==> config.mk <==
export PLATFORM = sky130hd
export DESIGN_NAME = joypad_port_flat
export DESIGN_NICKNAME = d
export VERILOG_FILES = /design/src/rtl/joypad_pkg.sv /design/src/rtl/joypad_port_if.sv /design/src/rtl/joypad_shifter.sv /design/src/rtl/joypad_port.sv /design/src/flat_wrapper.sv
export SDC_FILE = /design/constraint.sdc
export NUM_CORES = 1
export LEC_CHECK = 0
export ABC_AREA = 1
export BUFFER_PORTS_ARGS = -buffer_cell sky130_fd_sc_hd__buf_2
export CAP_MARGIN = 20
export CORE_ASPECT_RATIO = 1.5
export CORE_MARGIN = 2
export CORE_UTILIZATION = 30
export DETAILED_ROUTE_END_ITERATION = 8
export SYNTH_ARGS = -nofsm -noshare
export SYNTH_HDL_FRONTEND = slang
export SYNTH_SLANG_ARGS = --single-unit
==> constraint.sdc <==
create_clock -name clock -period 1.2 [get_ports clock]
set_input_delay 0.06 -clock clock [delete_from_list [all_inputs] [get_ports clock]]
set_output_delay 0.06 -clock clock [all_outputs]
set_load 0.05 [all_outputs]
==> src/rtl/joypad_pkg.sv <==
// Shared constants for the controller-port block.
// The optional button debounce is enabled by defining JOYPAD_DEBOUNCE_EN;
// it is off by default, so the pads load straight from the synchronizers.
package joypad_pkg;

  // Button bit positions within a pad vector.
  localparam int BTN_A      = 0;
  localparam int BTN_B      = 1;
  localparam int BTN_SELECT = 2;
  localparam int BTN_START  = 3;
  localparam int BTN_UP     = 4;
  localparam int BTN_DOWN   = 5;
  localparam int BTN_LEFT   = 6;
  localparam int BTN_RIGHT  = 7;

  localparam int JOY_BUTTONS = 8;
  localparam int JOY_CNT_W   = 4;

  // Upper bus bits returned during port reads; only bits 7:5 are driven.
  localparam logic [7:0] OPEN_BUS_BITS_DEFAULT = 8'h40;

  typedef logic [JOY_BUTTONS-1:0] btn_vec_t;
  typedef logic [JOY_CNT_W-1:0]   btn_cnt_t;

endpackage

==> src/rtl/joypad_port_if.sv <==
// CPU-side controller-port bus: read strobes, OUT latch and returned data.
interface joypad_port_if;
  logic       naddr4016r;
  logic       naddr4017r;
  logic [2:0] addr4016w;
  logic [7:0] data_out;
  logic       data_oe;

  // CPU drives the strobes and latch, the port answers with data.
  modport master (output naddr4016r, output naddr4017r, output addr4016w,
                  input data_out, input data_oe);
  modport slave  (input naddr4016r, input naddr4017r, input addr4016w,
                  output data_out, output data_oe);
endinterface

==> src/rtl/joypad_shifter.sv <==
// One 4021-style pad: button synchronizer, optional debounce (JOYPAD_DEBOUNCE_EN),
// parallel load on strobe, and one right shift at the end of each read pulse.
import joypad_pkg::*;

module joypad_shifter (
  input  logic     clock,
  input  logic     reset,
  input  logic     strobe,
  input  logic     nread,
  input  btn_vec_t buttons_raw,
  input  logic     tick,
  output logic     serial_bit
);

  localparam btn_cnt_t CNT_DONE = btn_cnt_t'(JOY_BUTTONS);

  btn_vec_t r_sync1;
  btn_vec_t r_btn_s;
  btn_vec_t w_src;
  btn_vec_t r_shift;
  btn_cnt_t r_cnt;
  logic     r_read_d;
  logic     w_pulse_end;

  // Two-flop synchronizer for the asynchronous board buttons.
  always_ff @(posedge clock) begin
    // NOTE: sequential state uses non-blocking assignments so every flop
    // samples pre-edge values regardless of statement order.
    if (reset) begin
      r_sync1 <= '0;
      r_btn_s <= '0;
    end else begin
      r_sync1 <= buttons_raw;
      r_btn_s <= r_sync1;
    end
  end

`ifdef JOYPAD_DEBOUNCE_EN
  btn_vec_t r_prev;
  btn_vec_t r_db;
  btn_vec_t w_agree;

  assign w_agree = ~(r_btn_s ^ r_prev);

  // Per-tick sampling; a bit is accepted only when two consecutive ticks agree.
  always_ff @(posedge clock) begin
    if (reset) begin
      r_prev <= '0;
      r_db   <= '0;
    end else if (tick) begin
      r_prev <= r_btn_s;
      r_db   <= (r_db & ~w_agree) | (r_btn_s & w_agree);
    end
  end

  assign w_src = r_db;
`else
  logic w_unused_tick;
  assign w_unused_tick = tick;
  assign w_src         = r_btn_s;
`endif

  // The registered read flag is active-high, so clearing it on reset means
  // "no read seen" and the first rising nread afterwards is not a pulse end.
  assign w_pulse_end = r_read_d & nread;

  // Parallel load while strobe is high, otherwise one shift per completed read.
  always_ff @(posedge clock) begin
    // NOTE: the shift register is reset explicitly to all ones; it is real
    // state that reads observe, not storage that may start undefined.
    if (reset) begin
      r_shift  <= '1;
      r_cnt    <= CNT_DONE;
      r_read_d <= 1'b0;
    end else begin
      r_read_d <= ~nread;
      if (strobe) begin
        r_shift <= w_src;
        r_cnt   <= '0;
      end else if (w_pulse_end) begin
        r_shift <= {1'b1, r_shift[JOY_BUTTONS-1:1]};
        r_cnt   <= (r_cnt == CNT_DONE) ? CNT_DONE : r_cnt + 1'b1;
      end
    end
  end

  assign serial_bit = (r_cnt < CNT_DONE) ? r_shift[0] : 1'b1;

endmodule

==> src/rtl/joypad_port.sv <==
// Controller-port responder for CPU reads of $4016/$4017.
// Optional debounce prescaler enabled by JOYPAD_DEBOUNCE_EN (default off).
import joypad_pkg::*;

module joypad_port #(
  parameter logic [7:0]  OPEN_BUS_BITS   = OPEN_BUS_BITS_DEFAULT,
  parameter int unsigned DEBOUNCE_CYCLES = 17898
) (
  input  logic          clock,
  input  logic          reset,
  joypad_port_if.slave  bus,
  input  btn_vec_t      buttons1_raw,
  input  btn_vec_t      buttons2_raw
);

  logic       w_tick;
  logic       w_bit1;
  logic       w_bit2;
  logic [7:0] w_data_out;
  logic [1:0] w_unused_addr;

  // Only the strobe bit of the OUT latch matters to the pads.
  assign w_unused_addr = bus.addr4016w[2:1];

`ifdef JOYPAD_DEBOUNCE_EN
  localparam int unsigned PRESC_W    = (DEBOUNCE_CYCLES > 1) ? $clog2(DEBOUNCE_CYCLES) : 1;
  localparam logic [PRESC_W-1:0] PRESC_LAST = PRESC_W'(DEBOUNCE_CYCLES - 1);

  logic [PRESC_W-1:0] r_presc;

  assign w_tick = (r_presc == PRESC_LAST);

  // Shared debounce prescaler, ticking once per DEBOUNCE_CYCLES clocks.
  always_ff @(posedge clock) begin
    if (reset)       r_presc <= '0;
    else if (w_tick) r_presc <= '0;
    else             r_presc <= r_presc + 1'b1;
  end
`else
  logic w_unused_cfg;
  assign w_unused_cfg = (DEBOUNCE_CYCLES == 0);
  assign w_tick       = 1'b0;
`endif

  joypad_shifter u_pad1 (
    .clock       (clock),
    .reset       (reset),
    .strobe      (bus.addr4016w[0]),
    .nread       (bus.naddr4016r),
    .buttons_raw (buttons1_raw),
    .tick        (w_tick),
    .serial_bit  (w_bit1)
  );

  joypad_shifter u_pad2 (
    .clock       (clock),
    .reset       (reset),
    .strobe      (bus.addr4016w[0]),
    .nread       (bus.naddr4017r),
    .buttons_raw (buttons2_raw),
    .tick        (w_tick),
    .serial_bit  (w_bit2)
  );

  // Read-data mux; port 1 has priority when both strobes are low.
  always_comb begin
    // NOTE: default assignment first so no path leaves the output unassigned
    // and a latch cannot be inferred.
    w_data_out = 8'h00;
    if (!bus.naddr4016r)      w_data_out = {OPEN_BUS_BITS[7:5], 4'b0000, w_bit1};
    else if (!bus.naddr4017r) w_data_out = {OPEN_BUS_BITS[7:5], 4'b0000, w_bit2};
  end

  assign bus.data_out = w_data_out;
  assign bus.data_oe  = ~bus.naddr4016r | ~bus.naddr4017r;

endmodule

==> src/flat_wrapper.sv <==
// flat-port wrapper written by rule: the top's interface ports become plain ports
module joypad_port_flat 
#(
  parameter logic [7:0]  OPEN_BUS_BITS   = OPEN_BUS_BITS_DEFAULT,
  parameter int unsigned DEBOUNCE_CYCLES = 17898
)
  (clock, reset, buttons1_raw, buttons2_raw, bus_naddr4016r, bus_naddr4017r, bus_addr4016w, bus_data_out, bus_data_oe);
  joypad_port_if bus_i ();
  input  logic clock;
  input  logic reset;
  input  btn_vec_t buttons1_raw;
  input  btn_vec_t buttons2_raw;
  input wire logic [$bits(bus_i.naddr4016r)-1:0] bus_naddr4016r;
  input wire logic [$bits(bus_i.naddr4017r)-1:0] bus_naddr4017r;
  input wire logic [$bits(bus_i.addr4016w)-1:0] bus_addr4016w;
  output wire logic [$bits(bus_i.data_out)-1:0] bus_data_out;
  output wire logic [$bits(bus_i.data_oe)-1:0] bus_data_oe;
  assign bus_i.naddr4016r = bus_naddr4016r;
  assign bus_i.naddr4017r = bus_naddr4017r;
  assign bus_i.addr4016w = bus_addr4016w;
  assign bus_data_out = bus_i.data_out;
  assign bus_data_oe = bus_i.data_oe;
  joypad_port #(.OPEN_BUS_BITS(OPEN_BUS_BITS), .DEBOUNCE_CYCLES(DEBOUNCE_CYCLES)) u_core (.clock(clock), .reset(reset), .bus(bus_i), .buttons1_raw(buttons1_raw), .buttons2_raw(buttons2_raw));
endmodule
Word level (Yosys, flattened, before mapping). Index checks and enable logic that the tools add are counted.

Add/sub/neg operators: 2. Magnitude comparators: 2. Equality and inequality tests: 2. Multiplexer cells: 14. Bitwise operators: 5. Reductions and logical operators: 3.

Operators by type and width (count): 8-bit 2-to-1 mux (5); 4-bit 2-to-1 mux (6); 4-bit by 1-bit adder with 4-bit output, second input constant (2); 4-bit == test, second input constant (2); 4-bit < comparator, second input constant (2); 7-bit 2-to-1 mux (1); 2-bit nonzero test (2); 1-bit bitwise AND (2); 1-bit 2-to-1 mux (2); 1-bit inverter (2); 2-bit OR reduction (1); 1-bit OR (1).

Flip-flop bits (word level): 58. Input port bits: 23. Word-level logic and storage cells: 40.

Logic depth before layout (Yosys ltp).
Depth after elaboration: 4. Gate-level depth with buffers: 7. Depth with buffers taken out: 5.

Cells and area by module. A second synthesis with hierarchy kept.

Cell total of the unflattened synthesis: 278. Area total of the unflattened synthesis: 2234.6 µm².

By module, submodules not included: joypad_shifter (instances 2, cells each 132, area an instance 1077.3 µm²); joypad_port (instances 1, cells each 14, area an instance 80.1 µm²).

Worst setup path after synthesis. OpenSTA, ideal clock, no wires.

Path kind: input port to output port. From: in bus_naddr4017r. To: out bus_data_out[0]. Data arrival time: 1187 ps. Required time: 1140 ps. Slack: -47 ps. Stages on the path: 3. Buffers on the path: 0. Cells stage by stage: nand2_1 > nand2_1 > nor2_1.

Longest elaborated chain between the ends: 2.

RTL lines: start: declaration (RTL line flat_wrapper.sv:14) `input wire logic [$bits(bus_i.naddr4017r)-1:0] bus_naddr4017r;`; 7-bit 2-to-1 mux (RTL line joypad_port.sv:71) `else if (!bus.naddr4017r) w_data_out = {OPEN_BUS_BITS[7:5], 4'b0000, w_bit2};`; 8-bit 2-to-1 mux (RTL line joypad_port.sv:70) `if (!bus.naddr4016r) w_data_out = {OPEN_BUS_BITS[7:5], 4'b0000, w_bit1};`; end: declaration (RTL line flat_wrapper.sv:16) `output wire logic [$bits(bus_i.data_out)-1:0] bus_data_out;`.

No other way between the ends.

Worst setup path after layout.
From: reg u_core.u_pad2.r_cnt[3]. To: out bus_data_out[0].

Longest elaborated chain between the ends: 4.

RTL lines: start: declaration (RTL line joypad_shifter.sv:21) `btn_cnt_t r_cnt;`; start signal: assignment (RTL line joypad_shifter.sv:82) `r_cnt <= (r_cnt == CNT_DONE) ? CNT_DONE : r_cnt + 1'b1;`; 4-bit < comparator (RTL line joypad_shifter.sv:87) `assign serial_bit = (r_cnt < CNT_DONE) ? r_shift[0] : 1'b1;`; 1-bit 2-to-1 mux (RTL line joypad_shifter.sv:87); 7-bit 2-to-1 mux (RTL line joypad_port.sv:71); 8-bit 2-to-1 mux (RTL line joypad_port.sv:70).

No other way between the ends.

==> results.md <==
* CP endpoint kind: output pin
* Die area at 8010 um^2
* Worst IR Drop VDD at roughly 750 uV
* Layout area overhead at 26.1%
* Minimum clock period at between 1 and 1.5 ns
* I/O Pins at 32
* Clock Skews at about 0.0041 ns
* Power share of the sequential group at 47.3%
* WL final at around 3500 um
* IO buf count at 23
* Fillers at 740
* First-pass GRT wire length at between 6000 and 7000 um
* Setup TNS at 0 ns
* FF/Latch Area at 1170 um^2
* Outcome: finished clean
* Multi-input gate area at roughly 750 um^2
* Die width at between 70 and 80 um
* Row count at 38
* CTS tree: yes
* WS Path Type: register to output pin
* Largest net degree at the start of global routing at 21
* Gr ovfl total at 0
* Tot Pwr at 4.41 mW
* DP Cell Count at 367
* Leakage at around 1.3 nW
* H-tree Lvls at 3
* Post-synthesis xor/xnor area fraction at 0%
* Clk sinks at 58
* Pwr per Cell Area at 1600 nW/um^2
* Sequential share of the synthesized area at between 50% and 60%
* Worst-Skew Late Latency at 0.32 ns
* Distinct cells, synth at 22
* Crit path top cell by count: nand2_1
* Worst endpoint required time at 1.14 ns
* Arr. time, crit path at approximately 1.1 ns
* Clk root buf: clkbuf_8
* Final setup viols at 0
* Final RePlAce weighted congestion at 0.716
* Post-Synth Simple-Gate Area at roughly a quarter
* Top delay family on crit path: flip-flops
* Largest family of logic cells by synthesized area: simple AND/OR/NAND/NOR gates
* Period Utilization, post-route at ~95%
* Core area at 7130 um^2
* Finished Layout Cells at 401
* Compound-Gate Fraction of Synth Area at ~5.8%
* Max Cap Violations at 0
* Pre-Repair DR Iteration Count at 4
* Nets at about 340
* CP peak stage delay at between 0.3 and 0.4 ns
* Slowest CP cell: dfxtp_4
* Via-per-instance ratio at between 4 and 5
* Number of antenna violations at the first check in global routing at 0
* Clock Power Share at between 40% and 50%
* Synthesized area per cell at 8.02 um^2
* Placed wire-length estimate at around 2400 um
* Starting Density at a little under a third
* Hold WS at about 0.11 ns
* Final Max Tran Viols at 0
* Layout cells sized above 1 at around 17%
* Vias in the first global route at ~1600
* Total number of vias at ~1600
* Final core utilization at between 30% and 40%
* Number of synthesized register bits at 58
* DRC Markers at 0
* TritonCTS Buffers at 9
* Comb pwr share at slightly below 9%
* Gate Count Post-Synth at ~270
* # diodes at 0
* Sw Share at 22.5%
* Synth Area in Adders at under 10%
* CP cell instances: nor2_4, nand2_1, nand2_1, nor2_2, buf_6
* Buf+Inv Stages, Crit Path at 1
* CTS Buffer Depth at 2
* Peak Freq at just under 900 MHz
* Die Ht at about 110 um
* Pint at roughly 3.4 mW
* CP startpoint kind: register
* Clock Pin Slew Worst Setup and Hold Paths at ~0.060 ns
* Remaining antenna violation count at 0
* Critical path peak fanout at 5
* Post-synthesis instance area at around 2200 um^2
* Fin. Hold Viols at 0
* Yosys Warn Count at 0
* GRT Total Usage at 10.5%
* P_sw at just under 1 mW
* Mux cell area share after synthesis at 0%
* RSZ-0062 raised after global routing: yes
* DRT iter0 DRCs at between 40 and 50
* Routed WL per cell at ~8.7 um
* Worst hold path class: input pin to register
## cell type report
| type | count | share of cell area, % |
|---|---|---|
| sequential | 58 | 42.4 |
| clock buffer | 11 | 5.12 |
| timing repair buffer | 45 | 12.5 |
| tap | 80 | 3.63 |
| clock inverter | 5 | 2.81 |
| multi-input combinational | 156 | 27.3 |
| inverter | 46 | 6.26 |
## flip-flops by register name, indices dropped and copies added (netlist names)
signal / flops
u_core.u_pad2.r_read_d: 1
u_core.u_pad1.r_shift: 8
u_core.u_pad2.r_sync1: 8
u_core.u_pad1.r_cnt: 4
u_core.u_pad1.r_sync1: 8
u_core.u_pad2.r_btn_s: 8
u_core.u_pad2.r_cnt: 4
u_core.u_pad1.r_read_d: 1
u_core.u_pad2.r_shift: 8
u_core.u_pad1.r_btn_s: 8
## what timing repair did
item	in CTS	in global routing
gates cloned	0	0
endpoints found under the setup margin	1	2
setup buffers	0	0
resized for setup	5	5
pin swaps	0	2
hold buffers	18	0
endpoints found under the hold margin	18	0
## per-layer routing
metal	GRT usage, %	routed length [um]	up-vias	share of wire [%]
li1	-	-	910	-
met1	10.5	1550	701	44
met2	18.2	1730	33	50
met3	2.61	128	5	3.7
met4	7.53	84	0	2.4
met5	0	0	-	0
## layout by cell type (no fill, tap or decap), types with 4 or more instances in the layout
| cell | instances |
|---|---|
| clkbuf_8 | 10 |
| nand2_1 | 31 |
| ha_1 | 4 |
| nand3_1 | 39 |
| dlygate4sd3_1 | 18 |
| conb_1 | 6 |
| inv_1 | 45 |
| nor2_1 | 42 |
| buf_2 | 22 |
| dfxtp_1 | 54 |
| a21oi_1 | 17 |
## power by group through the flow
stage	Sequential (mW)	Combinational, mW	Clock, mW
finish	2.09	0.388	1.93
global route	2.10	0.444	2.08
CTS	2.08	0.391	1.99
detailed placement	2.12	0.341	0
global placement	2.12	0.334	0
floorplan	2.11	0.288	0
## metrics by stage
stage / cell area (um^2) / setup WS [ns]
2_1_floorplan: 2210 / 0.154
3_3_place_gp: 2330 / 0.152
3_5_place_dp: 2330 / 0.127
4_1_cts: 2750 / 0.0130
5_1_grt: 2760 / -0.0111
6_report: 2760 / 0.0552
## synth_stat cells, drive strengths merged
cell type,number,area [um^2]
inv,46,173
nand4,2,12.5
nor2,47,194
buf,18,134
o21ai,6,33.8
a21boi,1,7.51
a21oi,17,85.1
nand3,39,195
nand2,33,134
ha,4,50.1
nor3,1,5.00
dfxtp,58,1160
conb,1,3.75
## logic make-up (layout without fill, tap and decap cells)
group | Yosys count | after routing
buffers and inverters | 64 | 107
DFF | 58 | 58
adders and majority gates | 4 | 4
AOI/OAI and AO/OA | 24 | 24
other | 1 | 6
and+or+nand+nor | 122 | 122
## path summary, 6_finish.rpt
path	from	endpoint	slack, ns	cells after the start
max	u_core.u_pad2.r_cnt[3]	bus_data_out[0]	0.06	5
min	reset	u_core.u_pad2.r_read_d	0.11	2
max reg2reg	u_core.u_pad2.r_cnt[1]	u_core.u_pad2.r_cnt[1]	0.12	4
min reg2reg	u_core.u_pad1.r_sync1[4]	u_core.u_pad1.r_btn_s[4]	0.39	2
(Power assumes the default switching activity.)
